$ cat src/rtl/btb_update_ctrl_if.sv
// Bundle of the requester, flush-control and BTB write-port signals of btb_update_ctrl.
interface btb_update_ctrl_if #(
  parameter int unsigned NREQ = 2
) ();
  logic                 ihit;
  logic [NREQ-1:0]      req_valid;
  logic [NREQ-1:0]      req_ready;
  logic [NREQ*32-1:0]   req_pc;
  logic [NREQ*32-1:0]   req_target;
  logic                 flush_req;
  logic                 flush_busy;
  logic                 flush_done;
  logic                 btb_wen;
  logic [31:0]          btb_pc;
  logic [31:0]          btb_target;
  logic                 btb_valid;

  modport master (
    output ihit, req_valid, req_pc, req_target, flush_req,
    input  req_ready, flush_busy, flush_done, btb_wen, btb_pc, btb_target, btb_valid
  );

  modport slave (
    input  ihit, req_valid, req_pc, req_target, flush_req,
    output req_ready, flush_busy, flush_done, btb_wen, btb_pc, btb_target, btb_valid
  );
endinterface

$ cat src/rtl/btb_update_ctrl.sv
// BTB write-port sequencer: per-requester update FIFOs, round-robin grant committed
// on ihit, and a full-table invalidation sweep on flush request.
module btb_update_ctrl #(
  parameter int unsigned NREQ       = 2,
  parameter int unsigned FIFO_DEPTH = 2,
  parameter int unsigned IDX_SIZE   = 8
) (
  input  logic             CLK,
  input  logic             nRST,
  btb_update_ctrl_if.slave bus
);
  localparam int unsigned PTR_W = (FIFO_DEPTH > 1) ? $clog2(FIFO_DEPTH) : 1;
  localparam int unsigned CNT_W = $clog2(FIFO_DEPTH + 1);
  localparam int unsigned RR_W  = (NREQ > 1) ? $clog2(NREQ) : 1;
  localparam logic [IDX_SIZE-1:0] IDX_LAST = '1;
  localparam logic [PTR_W-1:0]    PTR_LAST = PTR_W'(FIFO_DEPTH - 1);
  localparam logic [RR_W-1:0]     RR_LAST  = RR_W'(NREQ - 1);
  localparam logic [CNT_W-1:0]    CNT_FULL = CNT_W'(FIFO_DEPTH);

  typedef enum logic [1:0] {
    IDLE  = 2'd0,
    SWEEP = 2'd1,
    DONE  = 2'd2
  } state_t;

  state_t              r_state;
  logic [RR_W-1:0]     r_rr;
  logic [IDX_SIZE-1:0] r_idx;
  logic [CNT_W-1:0]    r_cnt  [NREQ];
  logic [PTR_W-1:0]    r_rptr [NREQ];
  logic [PTR_W-1:0]    r_wptr [NREQ];
  logic [31:0]         r_pc   [NREQ][FIFO_DEPTH];
  logic [31:0]         r_tgt  [NREQ][FIFO_DEPTH];

  logic                w_idle_open;
  logic                w_any;
  logic [RR_W-1:0]     w_win;
  logic [NREQ-1:0]     w_ready;
  logic [NREQ-1:0]     w_push;
  logic [NREQ-1:0]     w_pop;

  function automatic logic [PTR_W-1:0] ptr_inc(input logic [PTR_W-1:0] p);
    return (p == PTR_LAST) ? '0 : p + PTR_W'(1);
  endfunction

  // A pending flush request closes the update path for the whole cycle.
  assign w_idle_open = (r_state == IDLE) && !bus.flush_req;

  always_comb begin
    w_ready = '0;
    w_push  = '0;
    for (int unsigned i = 0; i < NREQ; i++) begin
      w_ready[i] = nRST && w_idle_open && (r_cnt[i] < CNT_FULL);
      w_push[i]  = bus.req_valid[i] && w_ready[i];
    end
  end

  // Winner: first non-empty FIFO scanning upward from the round-robin pointer.
  always_comb begin
    logic [RR_W-1:0] w_cand;
    w_any  = 1'b0;
    w_win  = '0;
    w_cand = '0;
    for (int unsigned k = 0; k < NREQ; k++) begin
      w_cand = (32'(r_rr) + k >= NREQ) ? RR_W'(32'(r_rr) + k - NREQ) : RR_W'(32'(r_rr) + k);
      if (!w_any && (r_cnt[w_cand] != '0)) begin
        w_any = 1'b1;
        w_win = w_cand;
      end
    end
  end

  always_comb begin
    w_pop = '0;
    for (int unsigned i = 0; i < NREQ; i++) begin
      w_pop[i] = w_idle_open && w_any && bus.ihit && (w_win == RR_W'(i));
    end
  end

  always_comb begin
    bus.btb_wen    = 1'b0;
    bus.btb_valid  = 1'b0;
    bus.btb_pc     = '0;
    bus.btb_target = '0;
    if (w_idle_open && w_any) begin
      bus.btb_wen    = 1'b1;
      bus.btb_valid  = 1'b1;
      bus.btb_pc     = r_pc[w_win][r_rptr[w_win]];
      bus.btb_target = r_tgt[w_win][r_rptr[w_win]];
    end else if (r_state == SWEEP) begin
      bus.btb_wen = 1'b1;
      bus.btb_pc  = 32'({r_idx, 2'b00});
    end
  end

  assign bus.req_ready  = w_ready;
  assign bus.flush_busy = (r_state != IDLE);
  assign bus.flush_done = (r_state == DONE);

  always_ff @(posedge CLK or negedge nRST) begin
    if (!nRST) begin
      r_state <= IDLE;
      r_rr    <= '0;
      r_idx   <= '0;
      for (int unsigned i = 0; i < NREQ; i++) begin
        r_cnt[i]  <= '0;
        r_rptr[i] <= '0;
        r_wptr[i] <= '0;
      end
    end else begin
      case (r_state)
        IDLE: begin
          if (bus.flush_req) begin
            // Queued updates predate the flush and are dropped unwritten.
            r_state <= SWEEP;
            r_idx   <= '0;
            for (int unsigned i = 0; i < NREQ; i++) begin
              r_cnt[i]  <= '0;
              r_rptr[i] <= '0;
              r_wptr[i] <= '0;
            end
          end else begin
            if (w_pop != '0) begin
              r_rr <= (w_win == RR_LAST) ? '0 : w_win + RR_W'(1);
            end
            for (int unsigned i = 0; i < NREQ; i++) begin
              if (w_pop[i])  r_rptr[i] <= ptr_inc(r_rptr[i]);
              if (w_push[i]) r_wptr[i] <= ptr_inc(r_wptr[i]);
              r_cnt[i] <= r_cnt[i] + CNT_W'(w_push[i]) - CNT_W'(w_pop[i]);
            end
          end
        end
        SWEEP: begin
          if (bus.ihit) begin
            r_idx <= r_idx + IDX_SIZE'(1);
            if (r_idx == IDX_LAST) r_state <= DONE;
          end
        end
        DONE:    r_state <= IDLE;
        default: r_state <= IDLE;
      endcase
    end
  end

  // Payload storage needs no reset; occupancy is tracked by the counters.
  always_ff @(posedge CLK) begin
    for (int unsigned i = 0; i < NREQ; i++) begin
      if (w_push[i]) begin
        r_pc[i][r_wptr[i]]  <= bus.req_pc[32*i +: 32];
        r_tgt[i][r_wptr[i]] <= bus.req_target[32*i +: 32];
      end
    end
  end
endmodule

$ cat src/flat_wrapper.sv
// flat-port wrapper written by rule: the top's interface ports become plain ports
module btb_update_ctrl_flat 
#(
  parameter int unsigned NREQ       = 2,
  parameter int unsigned FIFO_DEPTH = 2,
  parameter int unsigned IDX_SIZE   = 8
)
  (CLK, nRST, bus_ihit, bus_req_valid, bus_req_pc, bus_req_target, bus_flush_req, bus_req_ready, bus_flush_busy, bus_flush_done, bus_btb_wen, bus_btb_pc, bus_btb_target, bus_btb_valid);
  btb_update_ctrl_if #(.NREQ(NREQ)) bus_i ();
  input  logic CLK;
  input  logic nRST;
  input wire logic [$bits(bus_i.ihit)-1:0] bus_ihit;
  input wire logic [$bits(bus_i.req_valid)-1:0] bus_req_valid;
  input wire logic [$bits(bus_i.req_pc)-1:0] bus_req_pc;
  input wire logic [$bits(bus_i.req_target)-1:0] bus_req_target;
  input wire logic [$bits(bus_i.flush_req)-1:0] bus_flush_req;
  output wire logic [$bits(bus_i.req_ready)-1:0] bus_req_ready;
  output wire logic [$bits(bus_i.flush_busy)-1:0] bus_flush_busy;
  output wire logic [$bits(bus_i.flush_done)-1:0] bus_flush_done;
  output wire logic [$bits(bus_i.btb_wen)-1:0] bus_btb_wen;
  output wire logic [$bits(bus_i.btb_pc)-1:0] bus_btb_pc;
  output wire logic [$bits(bus_i.btb_target)-1:0] bus_btb_target;
  output wire logic [$bits(bus_i.btb_valid)-1:0] bus_btb_valid;
  assign bus_i.ihit = bus_ihit;
  assign bus_i.req_valid = bus_req_valid;
  assign bus_i.req_pc = bus_req_pc;
  assign bus_i.req_target = bus_req_target;
  assign bus_i.flush_req = bus_flush_req;
  assign bus_req_ready = bus_i.req_ready;
  assign bus_flush_busy = bus_i.flush_busy;
  assign bus_flush_done = bus_i.flush_done;
  assign bus_btb_wen = bus_i.btb_wen;
  assign bus_btb_pc = bus_i.btb_pc;
  assign bus_btb_target = bus_i.btb_target;
  assign bus_btb_valid = bus_i.btb_valid;
  btb_update_ctrl #(.NREQ(NREQ), .FIFO_DEPTH(FIFO_DEPTH), .IDX_SIZE(IDX_SIZE)) u_core (.CLK(CLK), .nRST(nRST), .bus(bus_i));
endmodule
$ cat config.mk
export PLATFORM = sky130hd
export DESIGN_NAME = btb_update_ctrl_flat
export DESIGN_NICKNAME = d
export VERILOG_FILES = /design/src/rtl/btb_update_ctrl_if.sv /design/src/rtl/btb_update_ctrl.sv /design/src/flat_wrapper.sv
export SDC_FILE = /design/constraint.sdc
export NUM_CORES = 1
export LEC_CHECK = 0
export CORE_UTILIZATION = 50
export DETAILED_ROUTE_END_ITERATION = 12
export PLACE_DENSITY = 0.86
export SLEW_MARGIN = 20
export SYNTH_ARGS = -nofsm -noshare
export SYNTH_HDL_FRONTEND = slang
export SYNTH_SLANG_ARGS = --single-unit
$ cat constraint.sdc
create_clock -name CLK -period 6.95 [get_ports CLK]
set_input_delay 0.695 -clock CLK [delete_from_list [all_inputs] [get_ports CLK]]
set_output_delay 0.695 -clock CLK [all_outputs]
set_load 0.01 [all_outputs]
After elaboration in Yosys (flattened, before gate mapping) --
Memory sizes are Yosys's and may differ from the RTL's. Cells that the tools add are included.
Cells by class: add/sub/neg operators 13, magnitude comparators 12, bitwise operators 8, multipliers 0, reductions and logical operators 32, eq/ne operators 6, multiplexer cells 54, shift operators 0, div/mod/pow operators 0
Operators by type and width (count):
- 32-bit 2-to-1 mux | 10
- 64-bit 2-to-1 mux | 2
- 32-bit demux with 1-bit select | 2
- 1-bit 2-to-1 mux | 23
- 2-bit 2-to-1 mux | 11
- 2-bit nonzero test | 9
- 8-bit 2-to-1 mux | 2
- 8-bit one-hot mux with 2 select lines | 1
- 2-bit greater-or-equal comparator (second input constant) | 7
- 1-bit logical AND | 13
- 1-bit NOT with 2-bit output | 6
- 10-bit 2-to-1 mux | 1
- 3-bit AND reduction | 3
- 8-bit by 1-bit adder with 8-bit output (second input constant) | 1
- 8-bit equality test (second input constant) | 1
- 2-bit AND reduction | 4
- 2-bit != test (second input constant) | 3
- 1-bit adder (second input constant) | 5
- 2-bit by 1-bit adder with 2-bit output | 2
- 2-bit by 1-bit less-than comparator with 1-bit output (second input constant) | 2
- 2-bit less-than comparator (second input constant) | 2
- 4-bit 2-to-1 mux | 1
- 2-bit one-hot mux with 2 select lines | 1
- 2-bit by 1-bit subtractor with 2-bit output | 2
- other kinds (8) | 11
Storage, ports and cells: latch bits 0, output and inout port bits 70, memories 2, RAM bits 256, input bits 134, memory bits (read-only) 0, logic and storage cells 136, register bits 19
Memories:
- u_core.r_pc | words 2, width 64, rd ports 1, clocked after Yosys merged registers in 0, write ports 2, RTL line btb_update_ctrl.sv:32 | logic [31:0] r_pc [NREQ][FIFO_DEPTH];
- u_core.r_tgt | words 2, width 64, rd ports 1, clocked after Yosys merged registers in 0, write ports 2, RTL line btb_update_ctrl.sv:33 | logic [31:0] r_tgt [NREQ][FIFO_DEPTH];

Longest topological paths before layout --
depth after elaboration 20, depth in mapped cells 12, gate-level depth less buffers 10

Least setup slack after synthesis --
No wires, ideal clock.
kind input -> register, start point input port bus_flush_req, end point memory u_core.r_pc[0][32] (netlist bit), enable pin, library setup time 0.453 ns, slack 2.984 ns, data arrival time 3.513 ns, stages 4, path buffers 2, data required time 6.497 ns, cell sequence buf_2 -> or4b_1 -> buf_2 -> nor4_4
RTL lines:
- from (decl) | RTL line flat_wrapper.sv:16 | input wire logic [$bits(bus_i.flush_req)-1:0] bus_flush_req;
- to (decl) | RTL line btb_update_ctrl.sv:32

Worst setup path in the final report --
start point register u_core.r_cnt[3] (netlist bit), end point output port bus_btb_target[30]
Between the ends: longest elaborated chain between the ends 17, elaborated cells between the ends (all ways) 25, classes of those cells mux (17); bitwise (2); reduce/logical (5); memory (1)
RTL lines:
- from (decl) | RTL line btb_update_ctrl.sv:29 | logic [CNT_W-1:0] r_cnt [NREQ];
- from (signal, indexed assignment) | RTL line btb_update_ctrl.sv:129 | r_cnt[i] <= r_cnt[i] + CNT_W'(w_push[i]) - CNT_W'(w_pop[i]);
- 2-bit 2-to-1 mux (not written as such) (3 in a row) | RTL line btb_update_ctrl.sv:66 | if (!w_any && (r_cnt[w_cand] != '0)) begin
- 2-bit nonzero test | RTL line btb_update_ctrl.sv:66
- 1-bit 2-to-1 mux | RTL line btb_update_ctrl.sv:66
- 1-bit zero test | RTL line btb_update_ctrl.sv:66
- 1-bit logical AND | RTL line btb_update_ctrl.sv:66
- 1-bit 2-to-1 mux | RTL line btb_update_ctrl.sv:66
- 1-bit NOT with 2-bit output (not written as such) | RTL line btb_update_ctrl.sv:89 | bus.btb_target = r_tgt[w_win][r_rptr[w_win]];
- 1-bit 2-to-1 mux (not written as such) (3 in a row) | RTL line btb_update_ctrl.sv:89
- 1-bit NOT with 2-bit output (not written as such) | RTL line btb_update_ctrl.sv:89
- 32-bit 2-to-1 mux (not written as such) (3 in a row) | RTL line btb_update_ctrl.sv:89
- 32-bit 2-to-1 mux * | RTL line btb_update_ctrl.sv:85 | if (w_idle_open && w_any) begin
- to (decl) | RTL line flat_wrapper.sv:22 | output wire logic [$bits(bus_i.btb_target)-1:0] bus_btb_target;
Mark *: on every way between the ends. The rest lies on a longest branch, timed or not. The select of a mux whose other input is x is not followed.

==> results.json <==
{
  "outcome": "complete, but fails checks",
  "violations": "DRC",
  "met1_usage": 0.2747,
  "cp.arrival_ns": 3.65,
  "totalPowerFinal_w": 0.003557,
  "clkSlewWorstSetupHoldPaths_ns": 0.06,
  "skew_ns": 0.008977,
  "clk-insertion-delay-late_ns": 0.53,
  "timing.critical_path.from_type": "register",
  "h-tree-depth": 1,
  "nFillCells": 1545,
  "worstPathRequired_ns": 6.25,
  "initial_core_util": 0.5136,
  "timing.slew.headroom": 0.3429,
  "net-switching-power_w": 0.0006958,
  "final_net_count": 1025,
  "die_w_um": 152.4,
  "worst_pin_slew_ns": 0.9856,
  "count_of_flip_flops_with_a_built_in_enable_after_synthesis": 256,
  "p_per_area_nw_per_um2": 246.8,
  "final_clock_period_utilization_by_the_worst_path": 0.6256,
  "cellLeakagePower_nw": 4.730,
  "drt_pre_antenna_iters": 11,
  "clockPowerShare": 0.421,
  "synthesis.area_per_instance_um2": 16.05,
  "place_hpwl_um": 15860,
  "port_buffers": 203,
  "post_route_drc_violation_count": 5,
  "max-vdd-ir-drop_mv": 0.2011,
  "fp.coreArea_um2": 22030,
  "final_hold_violations": 0,
  "path_max_fanout": 48,
  "detailroute.via_count": 6905,
  "route.antenna.remaining_nets": 0,
  "top_level_ports": 204,
  "max_clock_freq_ghz": 0.2300,
  "synth_area_um2": 11310,
  "grt.busiest_layer": "met2",
  "combPwrFrac": 0.058,
  "grt_first_pass_wirelength_um": 40470,
  "ys_top_cells_by_area": "sky130_fd_sc_hd__edfxtp_1, sky130_fd_sc_hd__mux2i_1, sky130_fd_sc_hd__a2111oi_0",
  "met2_usage": 0.3941,
  "overflow": 0,
  "postCtsResizedCells": 0,
  "final_cell_mix": "sky130_fd_sc_hd__edfxtp_1, sky130_fd_sc_hd__clkdlybuf4s50_1, sky130_fd_sc_hd__mux2i_1, sky130_fd_sc_hd__nor2b_1",
  "antenna_found_initial": 2,
  "ys_ff_latch": 275,
  "syn2layout_area_growth_pct": 27.40,
  "synth_warnings": 0,
  "maxCapViolations": 0,
  "async_flop_share": 0.06909,
  "die_height_um": 152.4,
  "vias_per_cell": 5.807,
  "pin_count_of_the_biggest_net_entering_global_routing": 74,
  "wl_um": 26100,
  "cts_buffers": 28,
  "met3_layer_usage_reported_by_global_route": 0.05119,
  "post-synth-top-area-fraction": 0.6796,
  "post-route-min-period_ns": 4.348,
  "internal_power_w": 0.002861,
  "yosysTopAreaCell": "sky130_fd_sc_hd__edfxtp_1",
  "cts_setup_buffers": 0,
  "clockRootBuffer": "sky130_fd_sc_hd__clkbuf_16",
  "placement_rows": 54,
  "globalplace.congestion": 0.8358,
  "yosysSeqAreaShare": 0.7216,
  "clock-sinks": 275,
  "wl_per_cell_um": 21.95,
  "final_report_max_slew_violation_count": 0,
  "sw_frac_of_total": 0.1956,
  "worst_min_delay_path_class": "register to register",
  "final_common_cell": "sky130_fd_sc_hd__edfxtp_1",
  "setup.worst_path.end_class": "output pin",
  "first_global_vias": 7311,
  "rsz0062_at_grt": "false",
  "dominantRegCellSynth": "sky130_fd_sc_hd__edfxtp_1",
  "fin_setup_tns_ns": 0,
  "critical_path_class": "register to output pin",
  "postSynthNetCount": 844,
  "final-setup-viol-count": 0,
  "clock_path_buffers": 3,
  "synthCells": 705,
  "proportion_of_power_drawn_by_flip_flops_and_latches": 0.521,
  "tritoncts_clock_tree": "yes",
  "first_iter_violations": 400,
  "cts_hold_buffers": 0,
  "ys_types": 49,
  "die_area_um2": 23230,
  "grt_util_all_layers": 0.2248,
  "drive_gt1_frac": 0.06836
}
## power by group through the flow
stage / clock network [W] / registers [W] / logic (W)
2_1_floorplan: 0 / 0.00187 / 0.0000758
3_3_place_gp: 0 / 0.00188 / 0.000198
3_5_place_dp: 0 / 0.00188 / 0.000206
4_1_cts: 0.00152 / 0.00185 / 0.000207
5_1_grt: 0.00159 / 0.00185 / 0.000221
6_report: 0.00150 / 0.00185 / 0.000207
## metrics by stage
stage	worst slack (ns)	instances	hold slack [ns]	area, um2	utilization
floorplan	2.984	705	0.3994	11310	-
global placement	2.969	1136	0.5460	13490	0.6122
detailed placement	2.864	1136	0.5519	13490	0.6122
CTS	2.624	1187	0.5603	14410	0.6541
global route	2.514	1189	0.6092	14410	0.6543
finish	2.602	1189	0.5630	14410	0.6543
## critical path, stage by stage (launching register included)
cell                              delay (ns)
sky130_fd_sc_hd__dfrtp_1                0.53
sky130_fd_sc_hd__o21bai_1               0.80
sky130_fd_sc_hd__nand2_2                0.36
sky130_fd_sc_hd__buf_4                  0.39
sky130_fd_sc_hd__a211oi_1               0.38
sky130_fd_sc_hd__clkdlybuf4s50_1        0.60
## registers in the layout (all words and copies together), names as in the netlist
name            cells
u_core.r_rr         1
u_core.r_tgt      128
u_core.r_cnt        4
u_core.r_rptr       2
u_core.r_state      2
u_core.r_wptr       2
u_core.r_idx        8
u_core.r_pc       128
## per-layer routing
metal,vias up,part of all wire
li1,3208,-
met1,3443,0.40
met2,201,0.51
met3,53,0.059
met4,0,0.029
met5,-,0
## final cells by class
class / instances / area (um2) / share of cell area
Inverter: 10 / 37.54 / 0.002605
Sequential cell: 275 / 8170 / 0.5669
Clock buffer: 37 / 755.7 / 0.05244
Antenna cell: 2 / 5.005 / 0.0003473
Tap cell: 280 / 350.3 / 0.02431
Timing Repair Buffer: 211 / 2092 / 0.1452
Clock inverter: 14 / 165.2 / 0.01146
Multi-Input combinational cell: 360 / 2835 / 0.1967
## Yosys cell counts, drive strengths merged, types with 2 or more instances
master,number
buf,29
nor3,6
a2111oi,56
nand3,12
a32o,8
o21bai,3
nor4,4
dfrtp,19
nand2,15
edfxtp,256
nor2b,58
nor2,5
ha,5
or4,3
and2,2
o31ai,2
a21boi,3
a211oi,56
nand2b,4
nand3b,2
inv,10
mux2i,78
o21ai,18
clkbuf,31
xor2,2
a31oi,3
## worst paths after layout
| path | startpoint | to | slack, ns | cells after the start |
|---|---|---|---|---|
| min in group asynchronous | nRST | u_core.r_cnt[1]$_DFFE_PN0N_ | 0.68 | 1 |
| max reg2reg | u_core.r_cnt[3]$_DFFE_PN0N_ | u_core.r_cnt[1]$_DFFE_PN0N_ | 3.98 | 10 |
| max in group asynchronous | nRST | u_core.r_rptr[0]$_DFFE_PN0P_ | 5.58 | 1 |
| min reg2reg | u_core.r_idx[7]$_DFFE_PN0P_ | u_core.r_idx[7]$_DFFE_PN0P_ | 0.56 | 2 |
| min | u_core.r_idx[7]$_DFFE_PN0P_ | u_core.r_idx[7]$_DFFE_PN0P_ | 0.56 | 2 |
| max | u_core.r_cnt[3]$_DFFE_PN0N_ | bus_btb_target[30] | 2.60 | 5 |
## cell families after synthesis
family          after synthesis  share of synthesized area
flops                       275                     0.7216
simple gates                119                    0.06559
xor+xnor                      2                   0.001549
buf+inv                      70                    0.02909
fa+ha+maj                     5                   0.005530
compound gates              156                     0.1076
mux                          78                    0.06902
No activity file was read; power rests on OpenSTA's default activity.
